==> src/rtl/turbo_sched.sv <==
// turbo_sched: effective CPU turbo mode scheduler.
// Applies turbo_req only at M1 fetch boundaries while INT is idle.
// With TURBO_AUTOSLOW_EN defined, sound/tape port activity forces
// a temporary slowdown to 3.5 MHz for HOLD_LEN+1 clkcpu edges.
//
// Ports:
//   rst_n           async active-low reset
//   clkcpu          CPU clock, state updates on rising edge
//   turbo_req       requested mode (2'd0 NONE, 2'd1 7, 2'd2 14, 2'd3 28)
//   machine         current machine type (port decode is identical)
//   n_int           CPU INT line, active-low
//   m1/mreq/iorq    decoded CPU strobes, active-high
//   rd/wr           decoded CPU strobes, active-high
//   a               CPU address bus
//   rom_wait_en     enables ROM wait-state requests
//   turbo           effective turbo mode
//   ext_wait_cycle1 first extra wait request in TURBO_14
//   ext_wait_cycle2 second extra wait request in TURBO_14
//   slow_active     forced slowdown in effect
//
// Macro: TURBO_AUTOSLOW_EN compiles in triggers, SLOW state and hold.

module turbo_sched #(
    parameter int unsigned       HOLD_W   = 14,
    parameter logic [HOLD_W-1:0] HOLD_LEN = {HOLD_W{1'b1}}
) (
    input  logic        rst_n,
    input  logic        clkcpu,
    input  logic [1:0]  turbo_req,
    input  logic [2:0]  machine,
    input  logic        n_int,
    input  logic        m1,
    input  logic        mreq,
    input  logic        iorq,
    input  logic        rd,
    input  logic        wr,
    input  logic [15:0] a,
    input  logic        rom_wait_en,
    output logic [1:0]  turbo,
    output logic        ext_wait_cycle1,
    output logic        ext_wait_cycle2,
    output logic        slow_active
);

    localparam logic [1:0] TURBO_NONE = 2'd0;
    localparam logic [1:0] TURBO_14   = 2'd2;

    logic       r_m1_prev;
    logic [1:0] r_turbo;
    logic       w_bnd;
    logic       w_t14;
    logic       w_ula_io;
    logic       w_unused;

    // Machine type does not alter port decoding; Pentagon counts
    // the same as the other machines.
    assign w_unused = &{1'b0, machine, a, rd, wr, HOLD_LEN};

    // Opcode fetch start, held off while INT is asserted.
    assign w_bnd = m1 & mreq & ~r_m1_prev & n_int;

    always_ff @(posedge clkcpu or negedge rst_n) begin
        if (!rst_n) begin
            r_m1_prev <= 1'b0;
        end else begin
            r_m1_prev <= m1;
        end
    end

`ifdef TURBO_AUTOSLOW_EN

    typedef enum logic {
        S_RUN  = 1'b0,
        S_SLOW = 1'b1
    } state_t;

    localparam logic [HOLD_W-1:0] HOLD_ONE = 1;

    state_t            r_state;
    state_t            w_state_nxt;
    logic [HOLD_W-1:0] r_hold;
    logic              w_ay;
    logic              w_ula;
    logic              w_trig;
    logic              w_slow;

    assign w_ay   = iorq & a[15] & ~a[1] & (rd | wr);
    assign w_ula  = iorq & ~a[0] & wr;
    assign w_trig = (turbo_req != TURBO_NONE) & (w_ay | w_ula);

    always_ff @(posedge clkcpu or negedge rst_n) begin
        if (!rst_n) begin
            r_state <= S_RUN;
        end else begin
            r_state <= w_state_nxt;
        end
    end

    always_comb begin
        w_state_nxt = r_state;
        unique case (r_state)
            S_RUN: begin
                if (w_trig) begin
                    w_state_nxt = S_SLOW;
                end
            end
            S_SLOW: begin
                if (!w_trig && r_hold == '0) begin
                    w_state_nxt = S_RUN;
                end
            end
            default: w_state_nxt = S_RUN;
        endcase
    end

    always_comb begin
        w_slow = (r_state == S_SLOW);
    end

    assign slow_active = w_slow;

    // Reload wins over the saturating decrement.
    always_ff @(posedge clkcpu or negedge rst_n) begin
        if (!rst_n) begin
            r_hold <= '0;
        end else if (w_trig) begin
            r_hold <= HOLD_LEN;
        end else if (r_hold != '0) begin
            r_hold <= r_hold - HOLD_ONE;
        end
    end

    // A trigger on a boundary edge in RUN already forces NONE.
    always_ff @(posedge clkcpu or negedge rst_n) begin
        if (!rst_n) begin
            r_turbo <= TURBO_NONE;
        end else if (w_bnd) begin
            r_turbo <= (w_slow | w_trig) ? TURBO_NONE : turbo_req;
        end
    end

`else

    assign slow_active = 1'b0;

    always_ff @(posedge clkcpu or negedge rst_n) begin
        if (!rst_n) begin
            r_turbo <= TURBO_NONE;
        end else if (w_bnd) begin
            r_turbo <= turbo_req;
        end
    end

`endif

    assign turbo = r_turbo;

    assign w_t14    = (r_turbo == TURBO_14);
    assign w_ula_io = iorq & ~a[0];

    assign ext_wait_cycle1 = w_t14 &
        ((mreq & (a[15:14] == 2'b00) & rom_wait_en) | w_ula_io);
    assign ext_wait_cycle2 = w_t14 & w_ula_io;

endmodule

==> config.mk <==
export PLATFORM = sky130hd
export DESIGN_NAME = turbo_sched
export DESIGN_NICKNAME = d
export VERILOG_FILES = /design/src/rtl/turbo_sched.sv
export SDC_FILE = /design/constraint.sdc
export NUM_CORES = 1
export LEC_CHECK = 0
export BUFFER_PORTS_ARGS = -buffer_cell sky130_fd_sc_hd__buf_2
export CORE_AREA = 2 2 39 41
export DETAILED_ROUTE_END_ITERATION = 10
export DIE_AREA = 0 0 41 43
export GPL_ROUTABILITY_DRIVEN = 0
export GPL_TIMING_DRIVEN = 0
export PLACE_DENSITY = 0.56
export SLEW_MARGIN = 20
export SYNTH_ARGS = -nofsm -noshare
export SYNTH_HDL_FRONTEND = slang
export SYNTH_SLANG_ARGS = --single-unit
export TNS_END_PERCENT = 5
==> constraint.sdc <==
create_clock -name clkcpu -period 1.5 [get_ports clkcpu]
set_clock_uncertainty 0.1 [all_clocks]
set_input_delay 0.3 -clock clkcpu [delete_from_list [all_inputs] [get_ports clkcpu]]
set_output_delay 0.3 -clock clkcpu [all_outputs]
set_load 0.01 [all_outputs]
# Word level (Yosys, flattened, before mapping)
# Index checks and enable logic that the tools add are counted.
# word_totals
register_bits	3
inputBits	30
# op_classes
eq_ne	1
bitwise	11
n_reduce_logical	1
# op_table
cell	count
1-bit AND	8
2-bit == test (second input constant)	1
2-bit zero test	1
1-bit NOT	2
1-bit OR	1

# Logic depth before layout (Yosys ltp)
# Gate-level depths: netlist of run 1.
# logic_depth
depth_word	5
depth_mapped	2
ltp_nobuf	2

# Worst setup path after synthesis of run 1
# No wires, ideal clock.
# synth_path
kind	register to output
start	reg r_turbo[1] (netlist: turbo[1])
end	out ext_wait_cycle1
t_arrival_ns	0.915
required_time_ns	1.100
slack_ns	0.185
path_stages_with_launch	3
path_buffers	0
cell_sequence	dfrtp_1 and4bb_2 a31o_2
# synth_between
elab_chain_len	2
# synth_rtl
item	line_no	text
start: declaration	49	logic [1:0] r_turbo;
start signal: assignment	150	r_turbo <= turbo_req;
2-bit == test	158	assign w_t14 = (r_turbo == TURBO_14);
1-bit AND	161	assign ext_wait_cycle1 = w_t14 &
end: declaration	40	output logic ext_wait_cycle1,
# No other way between the ends.

# Worst setup path in the final report of run 1
# layout_path
start	reg r_turbo[0] (netlist: turbo[0])
end	out ext_wait_cycle1
# Same word-level chain as after synthesis.

==> results of run 1 <==
-- per-layer routing --
| layer | track usage, % | share of wire (%) | up-vias |
|---|---|---|---|
| met5 | 0 | 0 | - |
| met4 | 4.00 | 0 | 0 |
| met3 | 6.28 | 17 | 0 |
| met2 | 4.69 | 24 | 17 |
| met1 | 11.7 | 58 | 69 |
| li1 | - | - | 84 |
-- worst max-delay path: stages, from the launching register on --
cell     delay, ns
dfrtp_1       0.40
nor4b_2       0.29
a31o_4        0.19
buf_6         0.09
-- timing repair --
item	in CTS	in global routing
endpoints found under the hold margin	3	0
buffers inserted	1	0
pin swaps	3	0
gates resized for setup	3	0
cloned	0	0
hold buffers	1	0
setup endpoints to repair	1	2
-- where the power goes --
| part | leakage [nW] | total (mW) | internal [mW] | switching, mW |
|---|---|---|---|---|
| combinational | 0.104 | 0.0874 | 0.0536 | 0.0338 |
| clock | 0.0150 | 0.140 | 0.0996 | 0.0402 |
| sequential | 0.0356 | 0.106 | 0.0948 | 0.0116 |
| total | 0.154 | 0.334 | 0.248 | 0.0857 |
-- cells in the mapped netlist --
master,number,area share (%)
dfrtp_1,3,51
mux2_2,2,15
buf_4,1,5.1
nand4b_1,1,5.9
and4bb_2,1,8.5
nor4b_1,1,5.9
a31o_2,1,5.9
conb_1,1,2.5
-- worst paths after layout --
check / depth (start not counted) / start / endpoint / slack [ns]
setup reg to reg: 2 / r_m1_prev$_DFF_PN0_ / turbo[0]$_DFFE_PN0P_ / 0.43
max in group asynchronous: 2 / rst_n / turbo[0]$_DFFE_PN0P_ / 0.89
hold / removal: 1 / m1 / r_m1_prev$_DFF_PN0_ / 0.1
min in group asynchronous: 2 / rst_n / r_m1_prev$_DFF_PN0_ / 0.31
hold reg to reg: 1 / turbo[0]$_DFFE_PN0P_ / turbo[0]$_DFFE_PN0P_ / 0.48
setup / recovery: 3 / turbo[0]$_DFFE_PN0P_ / ext_wait_cycle1 / -0.11
-- layout make-up --
class                           instances  area [um2]  area share, %
Buffer                                  1        7.51           2.44
Clock buffer                            4        26.3           8.54
Sequential cell                         3        75.1           24.4
Multi-Input combinational cell          7        80.1           26.0
Timing Repair Buffer                   17        98.8           32.1
Tap cell                               16        20.0           6.50
-- cell families after synthesis --
group	after synthesis	synth area share (%)
AO/OA/AOI/OAI	1	5.93
buffers and inverters	1	5.09
flip-flops	3	50.8
multiplexers	2	15.3
other	1	2.54
AND/OR/NAND/NOR	3	20.3
-- flip-flops by register name, indices dropped and copies added (netlist names) --
register	flops
r_m1_prev	1
turbo	2
==> impl_metrics.yaml, run 1 <==
worst_setup_path:
  crit_type: "register to output pin"
  end_kind: "output pin"
  cp_max_fo: 4
  cp.required_ns: 1.10
  crit_arrival_ns: 1.21
  critPathLaunchType: "register"
grt:
  first_global_vias: 155
  grt_pass1_wl_um: 696
  grt_start_max_net_pins: 5
  grt_usage_pct: 6.94
  overflow: 0
  antenna_found_initial: 0
logic_synthesis:
  ys_ff_latch: 3
  netlist_instances: 11
  yosysUniqueCellTypes: 8
  yosysSeqAreaShare_pct: 50.8
  synth_area_per_cell_um2: 13.4
  synth_nets: 41
  yosys_warnings: 0
  synthesis.area_um2: 148
final_layout:
  area_growth_pct: 108
  nNetsFinal: 63
  final_util_pct: 22.2
  drive_gt1_share_pct: 78.1
  layout.cells.non_filler: 48
  fillers: 151
  finish.instance_area_um2: 308
  final_common_cell: "buf_2"
  final_cell_mix: "14 x buf_2, 3 x clkbuf_4, 3 x dfrtp_1"
  antenna_cells: 0
routing:
  drtIter0Drc: 1
  drt-vias-per-instance: 3.54
  antenna_left: 0
  first_pass_iters: 2
  route.detailed.drc: 0
  wire_per_inst_um: 10.7
  vias: 170
  routed_wl_um: 513
timing:
  rsz0062_at_grt: "true"
  setup_viol_count_final: 1
  fin_crit_ns: 1.61
  fmax_mhz: 620
  period_share_pct: 107
  setup_ws_ns: -0.112
  fin_hold_ws_ns: 0.0969
  drv_slew: 0
  finalHoldViolCount: 0
  setup_tns_ns: -0.112
die:
  core_region_area_um2: 1380
  die_y_um: 43
  die_w_um: 41
  dieArea_um2: 1760
  start_util_pct: 10.7
  rows: 14
  io_pins: 35
worst_hold_path:
  hold_class: "input port to register"
clock_network:
  cts_tree: "built"
  cts_made_buffers: 3
  cts_buffer_depth: 2
  path_clk_slew_ns: 0.04
  clock_latency_ns: 0.23
  htreeDepth: 1
  clock-sinks: 3
  cts_root_buf: "clkbuf_4"
placed_design:
  port_buffers: 15
  placed_cells: 42
  dpl_cell_area_um2: 243
  dp_slack_ns: 0.0993
outcome:
  violations: "setup timing"
  outcome: "complete, but fails checks"
job:
  cap_viol_max_count: 0
power_and_ir_drop:
  irDropWorstVdd_mv: 0.722
  power_density_nw_per_um2: 1080
  p_leak_nw: 0.154
  total_power_uw: 334
No activity file was read; power rests on OpenSTA's default activity.
==> run 2: changes to the inputs <==
--- a/config.mk
+++ b/config.mk
@@ -5,13 +5,14 @@
 export SDC_FILE = /design/constraint.sdc
 export NUM_CORES = 1
 export LEC_CHECK = 0
+export ABC_AREA = 1
 export BUFFER_PORTS_ARGS = -buffer_cell sky130_fd_sc_hd__buf_2
 export CORE_AREA = 2 2 39 41
 export DETAILED_ROUTE_END_ITERATION = 10
 export DIE_AREA = 0 0 41 43
 export GPL_ROUTABILITY_DRIVEN = 0
 export GPL_TIMING_DRIVEN = 0
-export PLACE_DENSITY = 0.56
+export PLACE_DENSITY = 0.59
 export SLEW_MARGIN = 20
 export SYNTH_ARGS = -nofsm -noshare
 export SYNTH_HDL_FRONTEND = slang
==> impl_metrics.yaml, run 2 <==
timing:
  fmax_mhz: 708
  setup_ws_ns: 0.0885
  fin_crit_ns: 1.41
  period_share_pct: 94.1
  finalHoldViolCount: 0
  rsz0062_at_grt: "true"
  drv_slew: 0
  setup_viol_count_final: 0
grt:
  grt_usage_pct: 6.12
  first_global_vias: 175
  grt_start_max_net_pins: 4
  grt_pass1_wl_um: 621
  overflow: 0
  antenna_found_initial: 0
clock_network:
  htreeDepth: 1
  clock-sinks: 3
  clock_latency_ns: 0.23
  cts_root_buf: "clkbuf_4"
  cts_buffer_depth: 2
  cts_made_buffers: 3
  path_clk_slew_ns: 0.04
  post-cts-setup-buffers: 0
  cts_tree: "built"
power_and_ir_drop:
  p_leak_nw: 0.197
  internal_power_uw: 229
  power_density_nw_per_um2: 997
  irDropWorstVdd_mv: 0.211
  combPwrFrac_pct: 23.3
  p_seq_share_pct: 32.8
  power.share.clock_pct: 43.9
  switching_share_pct: 28.2
  power.switching_uw: 90.0
worst_setup_path:
  end_kind: "output pin"
  cp_max_fo: 3
  critPathLaunchType: "register"
  crit_type: "register to output pin"
  cp.required_ns: 1.10
  crit_arrival_ns: 1.01
logic_synthesis:
  yosysUniqueCellTypes: 11
  synth_most_common_cell: "nand2_1"
  synth-async-reset-ratio_pct: 100
  ys_ff_latch: 3
  synth_nets: 55
  synth_ff_type: "dfrtp_1"
  synth_top_area_share_pct: 40.8
  yosys-top-cells-count: "8 x nand2_1, 5 x inv_1, 3 x dfrtp_1, 2 x nand3_1"
  yosysTopAreaCell: "dfrtp_1"
  yosysSeqAreaShare_pct: 40.8
  netlist_instances: 25
  synth_edf_count: 0
  synthesis.area_um2: 184
  synth_area_per_cell_um2: 7.36
  yosys_warnings: 0
  synth.area.top_cells: "dfrtp_1 41%, nand2_1 16%, inv_1 10%"
final_layout:
  fillers: 163
  final_cell_mix: "15 x buf_2, 8 x nand2_1, 4 x inv_1"
  finish.instance_area_um2: 320
  area_growth_pct: 74.1
  nNetsFinal: 76
  drive_gt1_share_pct: 51.1
  largest_reg_flops: 2
  final_common_cell: "buf_2"
  final_util_pct: 23.1
  antenna_cells: 0
routing:
  route.detailed.drc: 0
  antenna_left: 0
  wire_per_inst_um: 6.74
  routed_wl_um: 411
  first_pass_iters: 4
  vias: 200
  drt-vias-per-instance: 3.28
  drtIter0Drc: 5
die:
  dieArea_um2: 1760
  io_pins: 35
  die_y_um: 43
  core_region_area_um2: 1380
  die_w_um: 41
  rows: 14
  start_util_pct: 13.3
placed_design:
  dpl_cell_area_um2: 279
  port_buffers: 15
  hpwl_um: 344
  dp_slack_ns: 0.298
outcome:
  outcome: "finished clean"
job:
  cap_viol_max_count: 0
worst_hold_path:
  hold_class: "input port to register"
## run 2: worst max-delay path, stage by stage, from the launching register on
cell     delay [ns]
dfrtp_1        0.36
inv_2          0.05
nor2_4         0.11
nand3_2        0.08
nand2_1        0.05
buf_2          0.12
## run 2: worst paths after layout
path | startpoint | end | slack (ns) | cells past startpoint
max reg2reg | r_m1_prev$_DFF_PN0_ | turbo[0]$_DFFE_PN0P_ | 0.60 | 4
max in group asynchronous | rst_n | turbo[0]$_DFFE_PN0P_ | 0.90 | 2
min in group asynchronous | rst_n | turbo[1]$_DFFE_PN0P_ | 0.29 | 2
max | turbo[1]$_DFFE_PN0P_ | ext_wait_cycle1 | 0.09 | 5
min reg2reg | turbo[1]$_DFFE_PN0P_ | turbo[1]$_DFFE_PN0P_ | 0.41 | 2
min | m1 | r_m1_prev$_DFF_PN0_ | 0.09 | 1
## run 2: final cells by class
| cell class | instances | area (um2) | area share, % |
|---|---|---|---|
| Timing Repair Buffer | 16 | 85.1 | 26.6 |
| Tap cell | 16 | 20.0 | 6.25 |
| Inverter | 5 | 18.8 | 5.86 |
| Sequential cell | 3 | 75.1 | 23.4 |
| Buffer | 1 | 7.51 | 2.34 |
| Clock buffer | 4 | 26.3 | 8.20 |
| Multi-Input combinational cell | 16 | 87.6 | 27.3 |
## run 2: metrics by stage
step	std cells	setup TNS, ns	total power, mW	hold WS, ns
2_1_floorplan	25	0	0.138	-0.0956
3_3_place_gp	56	0	0.172	-0.00295
3_5_place_dp	56	0	0.172	-0.000651
4_1_cts	61	0	0.322	0.0851
5_1_grt	61	-0.0343	0.354	0.0840
6_report	61	0	0.319	0.0918
## run 2: logic make-up (layout without fill, tap and decap cells)
group | after synthesis | in the layout | share of synthesized area, %
DFF | 3 | 3 | 40.8
and+or+nand+nor | 15 | 15 | 42.9
buffers and inverters | 6 | 26 | 14.3
other | 1 | 1 | 2.04
## run 2: timing repair
item | 4_1_cts | 5_1_grt
gates resized for setup | 0 | 2
hold buffers | 1 | 0
endpoints found under the setup margin | 0 | 2
hold endpoints to repair | 3 | 0
## run 2: power groups by stage
stage          clock network (mW)  logic [mW]  registers [mW]
6_report                    0.140      0.0744           0.105
5_1_grt                     0.161      0.0855           0.107
4_1_cts                     0.149      0.0714           0.102
3_5_place_dp                    0      0.0693           0.103
3_3_place_gp                    0      0.0685           0.103
2_1_floorplan                   0      0.0302           0.108
## run 2: metal layers
metal	global-route usage [%]	part of all wire, %	vias to the layer above
met5	0	0	-
met4	8.00	0	0
met3	4.71	12	0
met2	7.19	55	6
met1	5.47	32	84
li1	-	-	110
==> run 3: changes to the inputs <==
--- a/config.mk
+++ b/config.mk
@@ -7,12 +7,14 @@
 export LEC_CHECK = 0
 export ABC_AREA = 1
 export BUFFER_PORTS_ARGS = -buffer_cell sky130_fd_sc_hd__buf_2
-export CORE_AREA = 2 2 39 41
+export CELL_PAD_IN_SITES_DETAIL_PLACEMENT = 1
+export CELL_PAD_IN_SITES_GLOBAL_PLACEMENT = 2
+export CORE_UTILIZATION = 10
+export CTS_BUF_LIST = sky130_fd_sc_hd__clkbuf_8
 export DETAILED_ROUTE_END_ITERATION = 10
-export DIE_AREA = 0 0 41 43
 export GPL_ROUTABILITY_DRIVEN = 0
 export GPL_TIMING_DRIVEN = 0
-export PLACE_DENSITY = 0.59
+export PLACE_DENSITY = 0.93
 export SLEW_MARGIN = 20
 export SYNTH_ARGS = -nofsm -noshare
 export SYNTH_HDL_FRONTEND = slang
==> impl_metrics.yaml, run 3 (synthesis gave the netlist of run 2 again) <==
outcome:
  outcome: "finished clean"
clock_network:
  cts_made_buffers: 3
  htreeDepth: 1
  clock_latency_ns: 0.21
  cts_tree: "built"
  clock-sinks: 3
  path_clk_slew_ns: 0.03
  cts_buffer_depth: 2
  cts_root_buf: "clkbuf_8"
timing:
  drv_slew: 0
  period_share_pct: 95.4
  setup_viol_count_final: 0
  rsz0062_at_grt: "true"
  fmax_mhz: 699
  setup_tns_ns: 0
  fin_crit_ns: 1.43
  setup_ws_ns: 0.0693
  finalHoldViolCount: 0
final_layout:
  finish.instance_area_um2: 350
  fillers: 231
  final_common_cell: "buf_2"
  final_util_pct: 20.3
  area_growth_pct: 90.5
  largest_reg_flops: 2
  nNetsFinal: 76
  drive_gt1_share_pct: 51.1
  layout.cells.non_filler: 70
  antenna_cells: 0
  final_cell_mix: "15 x buf_2, 8 x nand2_1, 5 x inv_1"
routing:
  first_pass_iters: 2
  wire_per_inst_um: 7.60
  drt-vias-per-instance: 3.20
  routed_wl_um: 532
  vias: 224
  route.detailed.drc: 0
  antenna_left: 0
  drtIter0Drc: 4
worst_hold_path:
  hold_class: "input port to register"
worst_setup_path:
  crit_arrival_ns: 1.03
  crit_type: "register to output pin"
  critPathLaunchType: "register"
  end_kind: "output pin"
  cp.required_ns: 1.10
  cp_max_fo: 3
power_and_ir_drop:
  power_density_nw_per_um2: 1160
  irDropWorstVdd_mv: 0.227
  p_leak_nw: 0.209
grt:
  grt_usage_pct: 5.84
  overflow: 0
  grt_start_max_net_pins: 4
  grt_pass1_wl_um: 717
  antenna_found_initial: 0
  first_global_vias: 199
die:
  core_region_area_um2: 1730
  rows: 15
  start_util_pct: 10.7
  die_y_um: 44.9
  io_pins: 35
  die_w_um: 44.9
  dieArea_um2: 2010
placed_design:
  port_buffers: 15
  dp_slack_ns: 0.270
  placed_cells: 65
  hpwl_um: 406
  dpl_cell_area_um2: 290
job:
  cap_viol_max_count: 0
run 3: cell count changes in the layout (fill, tap and decap cells not counted):
cell and delta:
inv_1 +1, clkbuf_1 -1, clkbuf_4 -3, clkbuf_8 +3
run 3: stage by stage:
step	total power [mW]	hold slack, ns
floorplan	0.138	-0.0956
global placement	0.174	-0.00710
detailed placement	0.175	-0.00387
CTS	0.405	0.113
global route	0.429	0.119
finish	0.407	0.112
run 3: final timing paths:
path,slack [ns],cells past startpoint,end,startpoint
worst max-delay path,0.07,5,ext_wait_cycle1,turbo[1]$_DFFE_PN0P_
worst min-delay path,0.11,1,r_m1_prev$_DFF_PN0_,m1
worst max register to register,0.58,4,turbo[0]$_DFFE_PN0P_,r_m1_prev$_DFF_PN0_
worst min register to register,0.43,2,turbo[1]$_DFFE_PN0P_,turbo[1]$_DFFE_PN0P_
max in group asynchronous,0.86,2,r_m1_prev$_DFF_PN0_,rst_n
min in group asynchronous,0.33,2,turbo[0]$_DFFE_PN0P_,rst_n
run 3: cell type report:
cell class | count | area (um2) | share of cell area [%]
Clock buffer | 3 | 41.3 | 11.8
Inverter | 5 | 18.8 | 5.36
Sequential cell | 3 | 75.1 | 21.4
Tap cell | 25 | 31.3 | 8.93
Buffer | 1 | 7.51 | 2.14
Clock inverter | 1 | 3.75 | 1.07
Multi-Input combinational cell | 16 | 87.6 | 25.0
Timing Repair Buffer | 16 | 85.1 | 24.3
run 3: critical path: stages (launching register included):
cell	delay, ns
dfrtp_1	0.37
inv_2	0.06
nor2_4	0.11
nand3_2	0.09
nand2_1	0.06
buf_2	0.12
run 3: repair_timing:
action | 4_1_cts | 5_1_grt
endpoints found under the hold margin | 3 | 0
resized for setup | 0 | 2
hold buffers | 1 | 0
setup endpoints to repair | 0 | 1
buffers inserted | 0 | 0
run 3: where the power goes:
part	internal, mW	total [mW]	switching [mW]
combinational	0.0367	0.0761	0.0393
clock	0.174	0.224	0.0503
sequential	0.0931	0.106	0.0132
total	0.304	0.407	0.103
run 3: layer usage:
| metal | up-vias | global-route usage, % | wire [um] |
|---|---|---|---|
| met3 | 0 | 3.60 | 30 |
| met1 | 108 | 4.40 | 183 |
| met4 | 0 | 7.27 | 0 |
| li1 | 111 | - | - |
| met5 | - | 0 | 0 |
| met2 | 5 | 9.12 | 319 |
